File: src/rtl/ch_pkg.sv
//------------------------------------------------------------------------------
// Module : ch_pkg
// Shared definitions for the cluster-head advertisement transmit path:
// word width, hop-count sentinel, packet type codes, tx FSM state encoding
// and the header-word pack helper.
// Revision: 1.0 - initial release
//------------------------------------------------------------------------------
`default_nettype none

package ch_pkg;

  localparam int          WORD_WIDTH = 16;
  localparam logic [15:0] HOPS_INF   = 16'hFFFF;
  localparam logic [3:0]  PKT_CH_ADV = 4'h1;
  localparam logic [3:0]  PKT_RELAY  = 4'h2;

  typedef enum logic [2:0] {
    S_IDLE  = 3'd0,
    S_HDR   = 3'd1,
    S_ID    = 3'd2,
    S_HOPS  = 3'd3,
    S_QV    = 3'd4,
    S_LIMIT = 3'd5,
    S_CSUM  = 3'd6,
    S_DONE  = 3'd7
  } tx_state_t;

  // Header word layout: {type[15:12], len[11:8], seq[7:0]}
  function automatic logic [15:0] pack_hdr(input logic [3:0] pkt_type,
                                            input logic [3:0] len,
                                            input logic [7:0] seq);
    return {pkt_type, len, seq};
  endfunction

endpackage

`default_nettype wire

File: src/rtl/ch_tx_csum.sv
//------------------------------------------------------------------------------
// Module : ch_tx_csum
// Running XOR over every word transferred in a packet. Cleared when a new
// packet is accepted; o_next already folds in the word currently on the bus
// so the checksum word can be loaded on the same edge the last field leaves.
// Revision: 1.0 - initial release
//------------------------------------------------------------------------------
`default_nettype none

module ch_tx_csum #(
  parameter int WORD_WIDTH = 16
) (
  input  logic                  clk,
  input  logic                  rst,
  input  logic                  i_clr,
  input  logic                  i_en,
  input  logic [WORD_WIDTH-1:0] i_data,
  output logic [WORD_WIDTH-1:0] o_next
);

  logic [WORD_WIDTH-1:0] r_acc;

  // Accumulate each transferred word; restart from zero on a new packet
  always_ff @(posedge clk or posedge rst) begin
    if (rst) begin
      r_acc <= '0;
    end else if (i_clr) begin
      r_acc <= '0;
    end else if (i_en) begin
      r_acc <= r_acc ^ i_data;
    end
  end

  assign o_next = r_acc ^ i_data;

endmodule

`default_nettype wire

File: src/rtl/ch_adv_tx.sv
//------------------------------------------------------------------------------
// Module : ch_adv_tx
// Cluster-head advertisement transmitter. Serialises {header, ID, hops,
// Q-value, [CH limit], [checksum]} as 16-bit words on a valid/ready stream.
// Build option: define CHKSUM_EN to append an XOR checksum word.
// Revision: 1.0 - initial release
//------------------------------------------------------------------------------
`default_nettype none

module ch_adv_tx #(
  parameter int WORD_WIDTH = 16,
  parameter int SEQ_WIDTH  = 8
) (
  input  logic                  clk,
  input  logic                  rst,
  input  logic                  tx_start,
  input  logic                  is_CH,
  input  logic [WORD_WIDTH-1:0] my_ID,
  input  logic [WORD_WIDTH-1:0] my_Hops,
  input  logic [WORD_WIDTH-1:0] my_QValue,
  input  logic [WORD_WIDTH-1:0] HB_CHlimit,
  input  logic                  tx_ready,
  output logic                  tx_valid,
  output logic [WORD_WIDTH-1:0] tx_data,
  output logic                  tx_last,
  output logic                  busy,
  output logic                  tx_done,
  output logic                  tx_skip
);

  import ch_pkg::*;

`ifdef CHKSUM_EN
  localparam bit         HAS_CSUM  = 1'b1;
  localparam logic [3:0] LEN_EXTRA = 4'd1;
`else
  localparam bit         HAS_CSUM  = 1'b0;
  localparam logic [3:0] LEN_EXTRA = 4'd0;
`endif
  localparam logic [3:0] LEN_CH    = 4'd5 + LEN_EXTRA;
  localparam logic [3:0] LEN_RELAY = 4'd4 + LEN_EXTRA;

  tx_state_t             r_state;
  logic [SEQ_WIDTH-1:0]  r_seq;
  logic                  r_is_ch;
  logic [WORD_WIDTH-1:0] r_id;
  logic [WORD_WIDTH-1:0] r_hops;
  logic [WORD_WIDTH-1:0] r_qv;
  logic [WORD_WIDTH-1:0] r_limit;
  logic                  r_valid;
  logic [WORD_WIDTH-1:0] r_data;
  logic                  r_last;
  logic                  r_done;
  logic                  r_skip;

  logic [WORD_WIDTH-1:0] w_hops;
  logic                  w_can_start;
  logic                  w_skip;
  logic                  w_accept;
  logic                  w_xfer;

  // Own hop count plus one, saturating so "no route" stays "no route"
  assign w_hops      = (my_Hops == HOPS_INF) ? HOPS_INF : my_Hops + 16'd1;
  assign w_can_start = (r_state == S_IDLE) || (r_state == S_DONE);
  assign w_skip      = !is_CH && (w_hops == HOPS_INF);
  assign w_accept    = tx_start && w_can_start && !w_skip;
  assign w_xfer      = r_valid && tx_ready;

`ifdef CHKSUM_EN
  logic [WORD_WIDTH-1:0] w_csum_next;

  ch_tx_csum #(
    .WORD_WIDTH (WORD_WIDTH)
  ) u_csum (
    .clk    (clk),
    .rst    (rst),
    .i_clr  (w_accept),
    .i_en   (w_xfer),
    .i_data (r_data),
    .o_next (w_csum_next)
  );
`endif

  // Packet sequencer: latches the advert fields and walks the word order
  always_ff @(posedge clk or posedge rst) begin
    if (rst) begin
      r_state <= S_IDLE;
      r_seq   <= '0;
      r_is_ch <= 1'b0;
      r_id    <= '0;
      r_hops  <= '0;
      r_qv    <= '0;
      r_limit <= '0;
      r_valid <= 1'b0;
      r_data  <= '0;
      r_last  <= 1'b0;
      r_done  <= 1'b0;
      r_skip  <= 1'b0;
    end else begin
      r_done <= 1'b0;
      r_skip <= 1'b0;
      case (r_state)
        S_IDLE, S_DONE: begin
          r_state <= S_IDLE;
          if (tx_start && w_skip) begin
            r_skip <= 1'b1;
          end else if (tx_start) begin
            r_is_ch <= is_CH;
            r_id    <= my_ID;
            r_hops  <= w_hops;
            r_qv    <= my_QValue;
            r_limit <= HB_CHlimit;
            r_state <= S_HDR;
            r_valid <= 1'b1;
            r_last  <= 1'b0;
            r_data  <= pack_hdr(is_CH ? PKT_CH_ADV : PKT_RELAY,
                                is_CH ? LEN_CH : LEN_RELAY,
                                r_seq[7:0]);
          end
        end
        S_HDR: if (w_xfer) begin
          r_state <= S_ID;
          r_data  <= r_id;
        end
        S_ID: if (w_xfer) begin
          r_state <= S_HOPS;
          r_data  <= r_hops;
        end
        S_HOPS: if (w_xfer) begin
          r_state <= S_QV;
          r_data  <= r_qv;
          r_last  <= !r_is_ch && !HAS_CSUM;
        end
        S_QV: if (w_xfer) begin
          if (r_is_ch) begin
            r_state <= S_LIMIT;
            r_data  <= r_limit;
            r_last  <= !HAS_CSUM;
          end else begin
`ifdef CHKSUM_EN
            r_state <= S_CSUM;
            r_data  <= w_csum_next;
            r_last  <= 1'b1;
`else
            r_state <= S_DONE;
            r_valid <= 1'b0;
            r_last  <= 1'b0;
            r_done  <= 1'b1;
            r_seq   <= r_seq + 1'b1;
`endif
          end
        end
        S_LIMIT: if (w_xfer) begin
`ifdef CHKSUM_EN
          r_state <= S_CSUM;
          r_data  <= w_csum_next;
          r_last  <= 1'b1;
`else
          r_state <= S_DONE;
          r_valid <= 1'b0;
          r_last  <= 1'b0;
          r_done  <= 1'b1;
          r_seq   <= r_seq + 1'b1;
`endif
        end
`ifdef CHKSUM_EN
        S_CSUM: if (w_xfer) begin
          r_state <= S_DONE;
          r_valid <= 1'b0;
          r_last  <= 1'b0;
          r_done  <= 1'b1;
          r_seq   <= r_seq + 1'b1;
        end
`endif
        default: begin
          r_state <= S_IDLE;
          r_valid <= 1'b0;
          r_last  <= 1'b0;
        end
      endcase
    end
  end

  assign tx_valid = r_valid;
  assign tx_data  = r_data;
  assign tx_last  = r_last;
  assign tx_done  = r_done;
  assign tx_skip  = r_skip;
  assign busy     = (r_state != S_IDLE) && (r_state != S_DONE);

endmodule

`default_nettype wire

File: config.mk
export PLATFORM = sky130hd
export DESIGN_NAME = ch_adv_tx
export DESIGN_NICKNAME = d
export VERILOG_FILES = /design/src/rtl/ch_pkg.sv /design/src/rtl/ch_tx_csum.sv /design/src/rtl/ch_adv_tx.sv
export SDC_FILE = /design/constraint.sdc
export NUM_CORES = 1
export LEC_CHECK = 0
export ABC_CLOCK_PERIOD_IN_PS = 3200
export BUFFER_PORTS_ARGS = -buffer_cell sky130_fd_sc_hd__buf_4
export CAP_MARGIN = 20
export CORE_MARGIN = 2
export CORE_UTILIZATION = 46
export DETAILED_ROUTE_END_ITERATION = 6
export GPL_ROUTABILITY_DRIVEN = 0
export PLACE_DENSITY = 0.74
export SLEW_MARGIN = 30
export SYNTH_ARGS = -nofsm -noshare
export SYNTH_HDL_FRONTEND = slang
export SYNTH_SLANG_ARGS = --single-unit
File: constraint.sdc
create_clock -name clk -period 3.2 [get_ports clk]
set_input_delay 0 -clock clk [delete_from_list [all_inputs] [get_ports clk]]
set_output_delay 0 -clock clk [all_outputs]
set_load 0.02 [all_outputs]
# [Yosys cells after proc, flatten, opt, wreduce, memory -nomap -nowiden]
# Index checks and enable logic that the tools add are counted.
[totals] inputBits=69 ff_bits=96 out_inout_bits=21 wordCells=96
[op_classes] eq_ne=18 n_bitwise=3 n_reduce_logical=19 mux=42 addsub=2
[op_table] op="2-to-1 mux 16 bit" count=8
[op_table] op="one-hot mux 16 bit (5 select lines)" count=1
[op_table] op="equality test 16 bit (second input constant)" count=2
[op_table] op="2-to-1 mux 8 bit" count=3
[op_table] op="2-to-1 mux 1 bit" count=18
[op_table] op="inequality test 2 bit (second input constant)" count=9
[op_table] op="one-hot mux 3 bit (6 select lines)" count=1
[op_table] op="adder 16 x 1 -> 16 bit (second input constant)" count=1
[op_table] op="one-hot mux 8 bit (2 select lines)" count=1
[op_table] op="2-to-1 mux 3 bit" count=5
[op_table] op="AND reduction 6 bit" count=2
[op_table] op="equality test 3 bit (second input constant)" count=3
[op_table] op="adder 8 x 1 -> 8 bit (second input constant)" count=1
[op_table] op="AND reduction 8 bit" count=1
[op_table] op="equality test 3 x 2 -> 1 bit (second input constant)" count=2
[op_table] op="one-hot mux 1 bit (5 select lines)" count=1
[op_table] op="AND reduction 5 bit" count=1
[op_table] op="nonzero test 5 bit" count=1
[op_table] op="logical AND 1 bit" count=4
[op_table] op="2-to-1 mux 2 bit" count=2
[op_table] op="one-hot mux 1 bit (4 select lines)" count=1
[op_table] op="AND reduction 4 bit" count=1
[op_table] op="OR reduction 2 bit" count=2
[op_table] op="equality test 3 x 1 -> 1 bit (second input constant)" count=1
[op_table] op="9 further kinds" count=12

# [Depth between registers and ports, before layout]
# Gate-level depths: netlist of the first run.
[depth] ltp_word=7 mapped_depth=11 ltp_nobuf=8

# [Worst setup path after synthesis of the first run]
# No wires, ideal clock.
[synth_path] path_type="input port to flip-flop" from="input port my_Hops[3]" to="register r_limit[12]" arrival_ps=2167 setup_ps=125 path_stages=8 setup_slack_ps=908 required_time_ps=3075 path_buffers=2 cell_sequence="buf_2 nand3_2 or4_1 xnor2_1 a21o_2 a31oi_4 clkbuf_1 mux2_2"
[synth_via] elab_chain_len=7 word_cells_on_any_way=8 classes_between="add/sub (1); eq/ne (2); mux (1); bitwise (1); reduce/logical (3)"
[synth_rtl] item="from (decl)" line_no="ch_adv_tx.sv:19" text="input logic [WORD_WIDTH-1:0] my_Hops,"
[synth_rtl] item="adder 16 x 1 -> 16 bit / equality test 16 bit (equally long branches)" line_no="ch_adv_tx.sv:63" text="assign w_hops = (my_Hops == HOPS_INF) ? HOPS_INF : my_Hops + 16'd1;"
[synth_rtl] item="2-to-1 mux 16 bit *" line_no="ch_adv_tx.sv:63"
[synth_rtl] item="equality test 16 bit *" line_no="ch_adv_tx.sv:65" text="assign w_skip = !is_CH && (w_hops == HOPS_INF);"
[synth_rtl] item="logical AND 1 bit *" line_no="ch_adv_tx.sv:65"
[synth_rtl] item="logical AND 1 bit *" line_no="ch_adv_tx.sv:105" text="if (tx_start && w_skip) begin"
[synth_rtl] item="NOT 1 bit (no source line) *"
[synth_rtl] item="AND reduction 3 bit (no source line) *"
[synth_rtl] item="to (signal assigned)" line_no="ch_adv_tx.sv:112" text="r_limit <= HB_CHlimit;"
[synth_rtl] item="to (decl)" line_no="ch_adv_tx.sv:49" text="logic [WORD_WIDTH-1:0] r_limit;"
# Every way passes the cells marked *; elsewhere a longest branch is shown, timed or not.
# A chain may end at the register's enable or synchronous reset.

# [Final worst setup path of the first run]
[layout_path] from="input port my_Hops[0]" to="register r_data[10] (netlist: tx_data[10])"
[layout_via] elab_chain_len=7 word_cells_on_any_way=8 classes_between="add/sub (1); eq/ne (3); mux (1); reduce/logical (3)"
[layout_rtl] item="adder 16 x 1 -> 16 bit / equality test 16 bit (equally long branches)" line_no="ch_adv_tx.sv:63"
[layout_rtl] item="2-to-1 mux 16 bit *" line_no="ch_adv_tx.sv:63"
[layout_rtl] item="equality test 16 bit *" line_no="ch_adv_tx.sv:65"
[layout_rtl] item="logical AND 1 bit *" line_no="ch_adv_tx.sv:65"
[layout_rtl] item="logical AND 1 bit *" line_no="ch_adv_tx.sv:105"
[layout_rtl] item="inequality test 2 bit (no source line) *"
[layout_rtl] item="AND reduction 8 bit (no source line) *"
[layout_rtl] item="to (signal assigned)" line_no="ch_adv_tx.sv:116" text="r_data <= pack_hdr(is_CH ? PKT_CH_ADV : PKT_RELAY,"
[layout_rtl] item="to (signal assigned)" line_no="ch_adv_tx.sv:123" text="r_data <= r_id;"
[layout_rtl] item="to (signal assigned)" line_no="ch_adv_tx.sv:127" text="r_data <= r_hops;"
[layout_rtl] item="to (decl)" line_no="ch_adv_tx.sv:51" text="logic [WORD_WIDTH-1:0] r_data;"
# Marks and branches as above.

==> metrics.cfg, run 1 <==
[pwr]
p_seq_share_pct=55.0
combPwrFrac_pct=9.1
powerDensity_nw_per_um2=340
p_clk_share_pct=35.9
p_switching_uw=497
internal_power_mw=1.71
power_leakage_nw=3.10
sw_frac_of_total_pct=22.5
vdd_drop_max_mv=0.268

[placement]
port-buffer-count=89
placed_cells=667
dpl-instance-area_um2=5760
dp_slack_ns=0.505
dpl.hpwl_um=8430

[cts]
cts_resized=0
path_clk_slew_ns=0.08
post_cts.repair.setup_buffers=0
cts_made_buffers=9
clk_path_buf_depth=2
cts_root_buf=clkbuf_8
cts_tree=yes
insertion_delay_ns=0.36
clkSinkCount=96
htreeDepth=3

[routing]
firstDrtPassIters=7
drc=0
routed_wl_um=12200
wl_per_cell_um=16.6
via_per_inst=5.67
drt_iter0_markers=286
vias=4170
ant_nets=0

[timing]
timing.final.ws_setup_ns=0.312
worstMarginPinSlew_ns=0.836
finalCriticalPeriod_ns=2.89
fin_crit_sh_pct=90.2
rsz0062_at_grt=false
fmax_mhz=346
drv_slew=0
hold_viol_final=0
final.setup.tns_ns=0
setup_viol=0
slew_headroom_pct=44.2
fin_worst_skew_ns=0.00899

[grt]
grt_max_degree=79
grt_pass1_vias=4146
grt_use_total_pct=22.2
grt_pass1_wl_um=20200
antenna_found_initial=0
grt_overflow=0

[worst_setup_path]
crit_type=in2reg
end_kind=flip-flop
r2r-start=r_state[1]
regToRegSetupSlack_ns=0.69
worstPathArrival_ns=3.13
critPathMaxFanout=16
crit_required_ns=3.45
rr_worst_depth=6
r2r-end=r_qv[10]
cp-start-kind=input pin

[die]
initial_utilization_pct=47.8
die_w_um=108
ios=90
dieArea_um2=11600
die_h_um=108
row_count=37
coreArea_um2=10400

[yosys]
ys_seq_area_share_pct=48.5
ys_ff_latch=96
synth_cell_types=48
synth.avg_cell_area_um2=10.8
async_reset_ff_share_pct=100
synth_warnings=0
synthFlopType=dfrtp_1
synth_cells=458
synth_edf_count=0
synth_area_um2=4950
syn_nets=529

[cells_and_area]
diodes=0
area_growth_pct=30.9
final_nets=666
final_cells=735
final_cell_mix=97 x buf_4, 96 x dfrtp_1, 70 x mux2_2, 53 x dlygate4sd3_1, 52 x nand2_1
fill_cells=858
drive_above_1_share_pct=31.9
final_common_cell=buf_4
postLayoutCellArea_um2=6480

[min_path]
hold_class=in2reg
hp-start=my_Hops[2]
holdPathEnd=r_hops[2]
hold_depth=3

[status]
outcome=finished clean

[job]
drv_cap=0

logic make-up (layout without fill, tap and decap cells):
kind of cell	after synthesis	after routing	synth area share, %
flops	96	96	48.5
compound gates	94	94	13.2
buf+inv	35	176	3.08
mux	88	88	19.8
xor+xnor	16	16	2.83
fa+ha+maj	2	2	0.505
simple gates	127	127	12.1
cell type report:
type / count / area, um2 / area share [%]
tap: 136 / 170 / 2.62
clock buffer: 11 / 141 / 2.18
clock inverter: 4 / 53.8 / 0.830
inverter: 10 / 38.8 / 0.598
sequential: 96 / 2400 / 37.1
multi-input combinational: 327 / 2400 / 37.0
timing repair buffer: 151 / 1280 / 19.7
state kept, by name, indices dropped and copies added (netlist names), 3 cells and up:
name / cells
r_seq: 8
r_hops: 16
r_id: 16
r_qv: 16
tx_data: 16
r_limit: 16
r_state: 3
per-layer routing:
metal	global-route usage (%)	part of all wire, %
met1	28.9	43
met5	0	0
met2	37.6	50
met4	7.60	2.4
met3	3.63	5.2
power groups by stage:
| stage | combinational [mW] | clock, mW | sequential, mW |
|---|---|---|---|
| finish | 0.201 | 0.792 | 1.21 |
| global route | 0.221 | 0.867 | 1.21 |
| CTS | 0.201 | 0.813 | 1.21 |
| detailed placement | 0.149 | 0 | 1.24 |
| global placement | 0.146 | 0 | 1.24 |
| floorplan | 0.0583 | 0 | 1.24 |
per-stage QoR:
step	hold slack, ns	power, mW	utilization (%)
3_3_place_gp	0.185	1.38	55.5
6_report	0.0140	2.20	62.5
2_1_floorplan	0.0960	1.29	-
3_5_place_dp	0.187	1.38	55.5
4_1_cts	0.00184	2.23	62.5
5_1_grt	0.0331	2.30	62.5
how the worst max path moves through the flow:
stage / start / end / slack, ns
3_5_place_dp: my_Hops[0] / tx_data[10] / 0.50
3_3_place_gp: my_Hops[0] / tx_data[10] / 0.64
4_1_cts: my_Hops[0] / tx_data[10] / 0.33
5_1_grt: my_Hops[0] / tx_data[12] / 0.1
6_report: my_Hops[0] / tx_data[10] / 0.31
2_1_floorplan: rst / r_hops[0] / 0.69
critical path: stages:
cell           delay (ns)
dlygate4sd3_1        0.53
buf_4                0.15
ha_1                 0.32
nand4_1              0.19
nor4_2               0.39
a22oi_1              0.17
nor4_4               0.39
a31oi_4              0.17
a31oi_4              0.16
buf_4                0.28
mux2_2               0.36
Yosys cell counts (8+ instances only):
cell type,number,share of area (%)
dfrtp_1,96,48
o21ai_0,21,2.1
nor2_1,35,2.7
clkbuf_1,12,0.91
nand2_1,52,3.9
buf_2,11,1.1
a21oi_1,17,1.7
nand4_1,8,1.0
xnor2_1,12,2.1
mux2_1,10,2.3
mux2_2,70,16
a221oi_1,9,1.6
mux2i_1,8,1.6
nand3_1,10,1.0
a31oi_1,12,1.5
repair_timing:
item,4_1_cts,5_1_grt
setup endpoints to repair,0,0
hold buffers,53,0
endpoints found under the hold margin,98,0
Note: power is estimated with default switching activity, not from simulation.
==> run 2, diff against run 1 <==
--- a/config.mk
+++ b/config.mk
@@ -13,6 +13,7 @@
 export DETAILED_ROUTE_END_ITERATION = 6
 export GPL_ROUTABILITY_DRIVEN = 0
 export PLACE_DENSITY = 0.74
+export REMOVE_ABC_BUFFERS = 1
 export SLEW_MARGIN = 30
 export SYNTH_ARGS = -nofsm -noshare
 export SYNTH_HDL_FRONTEND = slang
==> run 2 against run 1 <==
  * Critical path depth decreased by 1
  * Combinational power about the same
  * Sequential power about the same
  * Design area increased by 0.35%
  * Critical path type unchanged
  * Critical endpoint is now r_id[13]
  * Largest cell class unchanged
==> metrics.cfg, run 2 (same netlist as run 1, synthesis figures left out) <==
[die]
dieArea_um2=11600  ; unchanged
ios=90  ; unchanged
initial_utilization_pct=47.8  ; unchanged
die_w_um=108  ; unchanged
coreArea_um2=10400  ; unchanged
row_count=37  ; unchanged
die_h_um=108  ; unchanged

[grt]
antenna_found_initial=0  ; unchanged
grt_pass1_vias=4130  ; -0.39%
grt_use_total_pct=21.9  ; -0.32 points
grt_overflow=0  ; unchanged
grt_pass1_wl_um=20100  ; -0.65%
grt_max_degree=79  ; unchanged

[worst_setup_path]
critPathMaxFanout=78  ; +62
worstPathArrival_ns=3.22  ; +0.09 ns
crit_required_ns=3.45  ; about the same
crit_type=in2reg
cp-start-kind=input pin
end_kind=flip-flop

[cells_and_area]
area_growth_pct=31.3
final_common_cell=buf_4
drive_above_1_share_pct=32.3  ; +0.40 points
postLayoutCellArea_um2=6510  ; +0.35%
multi_input_area_um2=2400  ; unchanged
final_cell_mix=101 x buf_4, 96 x dfrtp_1, 70 x mux2_2, 54 x dlygate4sd3_1, 52 x nand2_1
fill_cells=857  ; -0.12%
diodes=0  ; unchanged
seq_area_um2=2400  ; unchanged
final_nets=670  ; +0.60%

[cts]
cts_made_buffers=9  ; unchanged
htreeDepth=3  ; unchanged
cts_tree=yes
insertion_delay_ns=0.36  ; about the same
cts_resized=0  ; unchanged
path_clk_slew_ns=0.09  ; about the same
cts_root_buf=clkbuf_8
clkSinkCount=96  ; unchanged
clk_path_buf_depth=2  ; unchanged

[timing]
fin_worst_skew_ns=0.00949  ; +0.000505 ns
finalCriticalPeriod_ns=2.97  ; +0.0832 ns
fmax_mhz=337  ; -2.8%
slew_headroom_pct=41.2  ; -3.0 points
worstMarginPinSlew_ns=0.882  ; +0.0460 ns
fin_crit_sh_pct=92.8  ; +2.6 points
drv_slew=0  ; unchanged
hold_viol_final=0  ; unchanged
rsz0062_at_grt=false
timing.final.ws_setup_ns=0.229  ; -0.0832 ns
setup_viol=0  ; unchanged

[pwr]
power_leakage_nw=3.12  ; +0.68%
powerDensity_nw_per_um2=341  ; +0.29%
power_mw=2.22  ; +0.64%
vdd_drop_max_mv=0.262  ; -2.3%

[placement]
dpl-instance-area_um2=5760  ; about the same
port-buffer-count=89  ; unchanged
dp_slack_ns=0.308  ; -0.197 ns
dpl.hpwl_um=8340  ; -1.1%

[routing]
vias=4178  ; +0.19%
via_per_inst=5.65  ; -0.49%
routed_wl_um=12200  ; -0.22%
drt_iter0_markers=231  ; -19%
firstDrtPassIters=6  ; -1
drc=0  ; unchanged
ant_nets=0  ; unchanged
wl_per_cell_um=16.4  ; -0.90%

[min_path]
hold_class=in2reg

[status]
outcome=finished clean

[job]
drv_cap=0  ; unchanged

[run 2: changes by cell type in the layout (fill, tap and decap cells not counted), sizes merged]
cell	change
buf	+3
clkinv	+3
dlygate4sd3	+1
inv	-1
clkinvlp	-1
[run 2: per-stage QoR]
stage                     cells  hold slack [ns]  setup TNS, ns  utilization, %
final                       740           0.0109              0            62.7
after global routing        740           0.0287              0            62.7
after CTS                   739          0.00526              0            62.7
after detailed placement    669            0.193              0            55.6
after global placement      669            0.172              0            55.6
after floorplan             433           0.0960         -14.85               -
[run 2: path summary, 6_finish.rpt]
check / from / endpoint / slack, ns / cells past startpoint
max: my_Hops[0] / r_id[13] / 0.23 / 10
min: my_Hops[6] / r_hops[6] / 0.01 / 3
max reg2reg: r_state[1] / r_id[13] / 0.35 / 6
min reg2reg: tx_data[9] / tx_data[9] / 0.50 / 1
max in group asynchronous: rst / r_hops[12] / 2.03 / 4
min in group asynchronous: rst / r_qv[12] / 0.33 / 3
[run 2: per-layer routing]
layer | up-vias | global-route usage, % | share of wire [%]
met5 | - | 0 | 0
met3 | 20 | 2.66 | 5.0
met2 | 142 | 35.2 | 48
li1 | 1957 | - | -
met4 | 0 | 7.97 | 1.8
met1 | 2059 | 30.5 | 46
[run 2: cell type report]
| cell class | count | share of cell area (%) |
|---|---|---|
| Clock buffer | 11 | 2.17 |
| Sequential cell | 96 | 36.9 |
| Tap cell | 136 | 2.62 |
| Multi-Input combinational cell | 327 | 36.9 |
| Clock inverter | 5 | 0.865 |
| Timing Repair Buffer | 155 | 20.0 |
| Inverter | 10 | 0.596 |
[run 2: worst max-delay path: stages]
cell and delay (ns):
dlygate4sd3_1 0.53, buf_4 0.15, ha_1 0.32, and4_1 0.25, nand4_1 0.12, mux2i_1 0.37, nor4_4 0.11, a31oi_4 0.19
buf_4 0.73, mux2_2 0.42
[run 2: repair_timing]
item / in CTS / in global routing
buffers inserted: 0 / 1
hold buffers: 54 / 0
endpoints found under the setup margin: 0 / 9
endpoints found under the hold margin: 99 / 0
[run 2: where the power goes]
| part | leakage, nW | switching (mW) | total, mW | internal (mW) |
|---|---|---|---|---|
| Combinational | 1.70 | 0.0862 | 0.202 | 0.115 |
| Clock | 0.0993 | 0.423 | 0.805 | 0.382 |
| Sequential | 1.32 | 0 | 1.21 | 1.21 |
| Total | 3.12 | 0.509 | 2.22 | 1.71 |
==> run 3, diff against run 2 <==
--- a/config.mk
+++ b/config.mk
@@ -8,11 +8,13 @@
 export ABC_CLOCK_PERIOD_IN_PS = 3200
 export BUFFER_PORTS_ARGS = -buffer_cell sky130_fd_sc_hd__buf_4
 export CAP_MARGIN = 20
+export CELL_PAD_IN_SITES_DETAIL_PLACEMENT = 1
+export CELL_PAD_IN_SITES_GLOBAL_PLACEMENT = 1
 export CORE_MARGIN = 2
-export CORE_UTILIZATION = 46
+export CORE_UTILIZATION = 44
 export DETAILED_ROUTE_END_ITERATION = 6
 export GPL_ROUTABILITY_DRIVEN = 0
-export PLACE_DENSITY = 0.74
+export PLACE_DENSITY = 0.86
 export REMOVE_ABC_BUFFERS = 1
 export SLEW_MARGIN = 30
 export SYNTH_ARGS = -nofsm -noshare
==> run 3 against run 2 <==
  * Combinational power is 3% higher
  * Critical path depth up 1
  * Critical endpoint is now tx_data[15]
  * Power up 20%
  * First-iteration DRC count is 65% higher
  * Die area rose by 4.4%
  * Non-clock buffer count decreased by 4
  * Utilization fell by 2.3 points
  * Design area grew 1.6%
==> metrics.cfg, run 3 (same netlist as run 1, synthesis figures left out) <==
[status]
outcome=finished clean

[worst_setup_path]
end_kind=flip-flop
critPathMaxFanout=16  ; -79%
crit_chain=dlygate4sd3_1 -> buf_4 -> ha_1 -> nand4_1 -> nor2_1 -> o21ai_0 -> nor4_4 -> a31oi_4 -> a31oi_4 -> buf_4 -> mux2_2
cpPeakStageDelay_ns=0.54  ; -0.19 ns
slowest_stage=dlygate4sd3_1
crit_type=in2reg
cp-start-kind=input pin
critical_path_buf_inv_count=3  ; unchanged
crit_required_ns=3.43  ; -0.02 ns
worstPathArrival_ns=3.20  ; -0.02 ns
cp_top_family=buffers and inverters

[pwr]
powerDensity_nw_per_um2=403  ; +18%
power_leakage_nw=3.17  ; +1.4%
vdd_drop_max_mv=0.284  ; +8.4%

[cells_and_area]
drive_above_1_share_pct=31.8  ; -0.45 points
postLayoutCellArea_um2=6610  ; +1.6%
diodes=0  ; unchanged
final_cells=740  ; unchanged
final_cell_mix=100 x buf_4, 96 x dfrtp_1, 70 x mux2_2, 52 x nand2_1, 51 x dlygate4sd3_1
fill_cells=1178  ; +37%
final_common_cell=buf_4
final_nets=666  ; -0.60%
area_growth_pct=33.4
final_core_util_pct=60.4  ; -2.3 points

[routing]
vias=4438  ; +6.2%
drc=0  ; unchanged
wl_per_cell_um=23.3  ; +42%
drt_iter0_markers=381  ; +65%
ant_nets=0  ; unchanged
firstDrtPassIters=5  ; -1
via_per_inst=6.00  ; +6.2%
routed_wl_um=17300  ; +42%

[job]
drv_cap=0  ; unchanged

[grt]
met3_usage_pct=6.06  ; +3.4 points
grt_overflow=0  ; unchanged
grt_max_degree=53  ; -33%
antenna_found_initial=0  ; unchanged
grtUsageMet2_pct=51.0  ; +16 points
grt.busiest_layer=met2
grt_pass1_wl_um=26900  ; +34%
grt_use_total_pct=29.8  ; +7.9 points
met1_usage_pct=37.3  ; +6.9 points
grt_pass1_vias=4831  ; +17%

[placement]
placed_cells=673  ; +0.60%
port-buffer-count=89  ; unchanged
dpl.hpwl_um=10100  ; +21%
dpl-instance-area_um2=5770  ; about the same

[timing]
fmax_mhz=337  ; about the same
worstMarginPinSlew_ns=0.785  ; -0.0970 ns
final.setup.tns_ns=0  ; unchanged
finalCriticalPeriod_ns=2.97  ; -0.000698 ns
hold_slack_ns=0.0269  ; +0.0159 ns
drv_slew=0  ; unchanged
rsz0062_at_grt=false
setup_viol=0  ; unchanged
fin_worst_skew_ns=0.00474  ; -0.00475 ns
fin_crit_sh_pct=92.8  ; about the same
hold_viol_final=0  ; unchanged
slew_headroom_pct=47.5  ; +6.3 points

[die]
coreArea_um2=10900  ; +5.5%
initial_utilization_pct=45.3  ; -2.5 points
ios=90  ; unchanged
row_count=38  ; +2.7%
die_h_um=110  ; +2.2%
dieArea_um2=12100  ; +4.4%
die_w_um=110  ; +2.2%

[cts]
path_clk_slew_ns=0.07  ; -0.02 ns
cts_tree=yes
htreeDepth=3  ; unchanged
insertion_delay_ns=0.35  ; about the same
clk_path_buf_depth=2  ; unchanged
post_cts.repair.setup_buffers=0  ; unchanged
cts_resized=0  ; unchanged
cts_made_buffers=9  ; unchanged
clkSinkCount=96  ; unchanged
cts_root_buf=clkbuf_16

[min_path]
hold_class=in2reg

[run 3: layout make-up]
type	instances	area, um2	area share (%)
flip-flops and latches	96	2400	36.4
multi-input cells	327	2400	36.3
repair buffers	151	1260	19.1
clock buffers	13	240	3.64
well taps	140	175	2.65
clock inverters	3	90.1	1.36
inverters	10	40.0	0.606
[run 3: through the flow]
stage	power (mW)	setup slack [ns]
4_1_cts	2.65	0.287
3_5_place_dp	1.39	0.508
5_1_grt	2.74	0.0662
3_3_place_gp	1.38	0.663
6_report	2.66	0.230
2_1_floorplan	1.29	-0.376
[run 3: where the power goes]
part	internal, mW	switching, mW
registers	1.21	0
clock network	0.767	0.474
logic	0.113	0.0948
[run 3: repair_timing]
item | in CTS | in global routing
endpoints found under the setup margin | 0 | 14
endpoints found under the hold margin | 100 | 0
hold buffers | 51 | 0
[run 3: tightest hold or removal path: stages]
cell,delay [ns]
buf_4,0.13
xnor2_1,0.12
a31oi_1,0.08
[run 3: final timing paths]
kind | from | end | slack [ns] | cells after the start
setup / recovery | my_Hops[0] | tx_data[15] | 0.23 | 11
hold / removal | my_Hops[5] | r_hops[5] | 0.03 | 3
setup reg to reg | r_state[1] | r_qv[11] | 0.34 | 6
hold reg to reg | tx_data[4] | tx_data[4] | 0.51 | 1
max in group asynchronous | rst | tx_data[15] | 2.06 | 4
min in group asynchronous | rst | r_id[8] | 0.33 | 3
[run 3: metal layers]
layer / share of wire [%] / vias to the layer above
met5: 0 / -
met1: 41 / 2261
met2: 51 / 189
li1: - / 1946
met3: 5.8 / 42
met4: 2.2 / 0
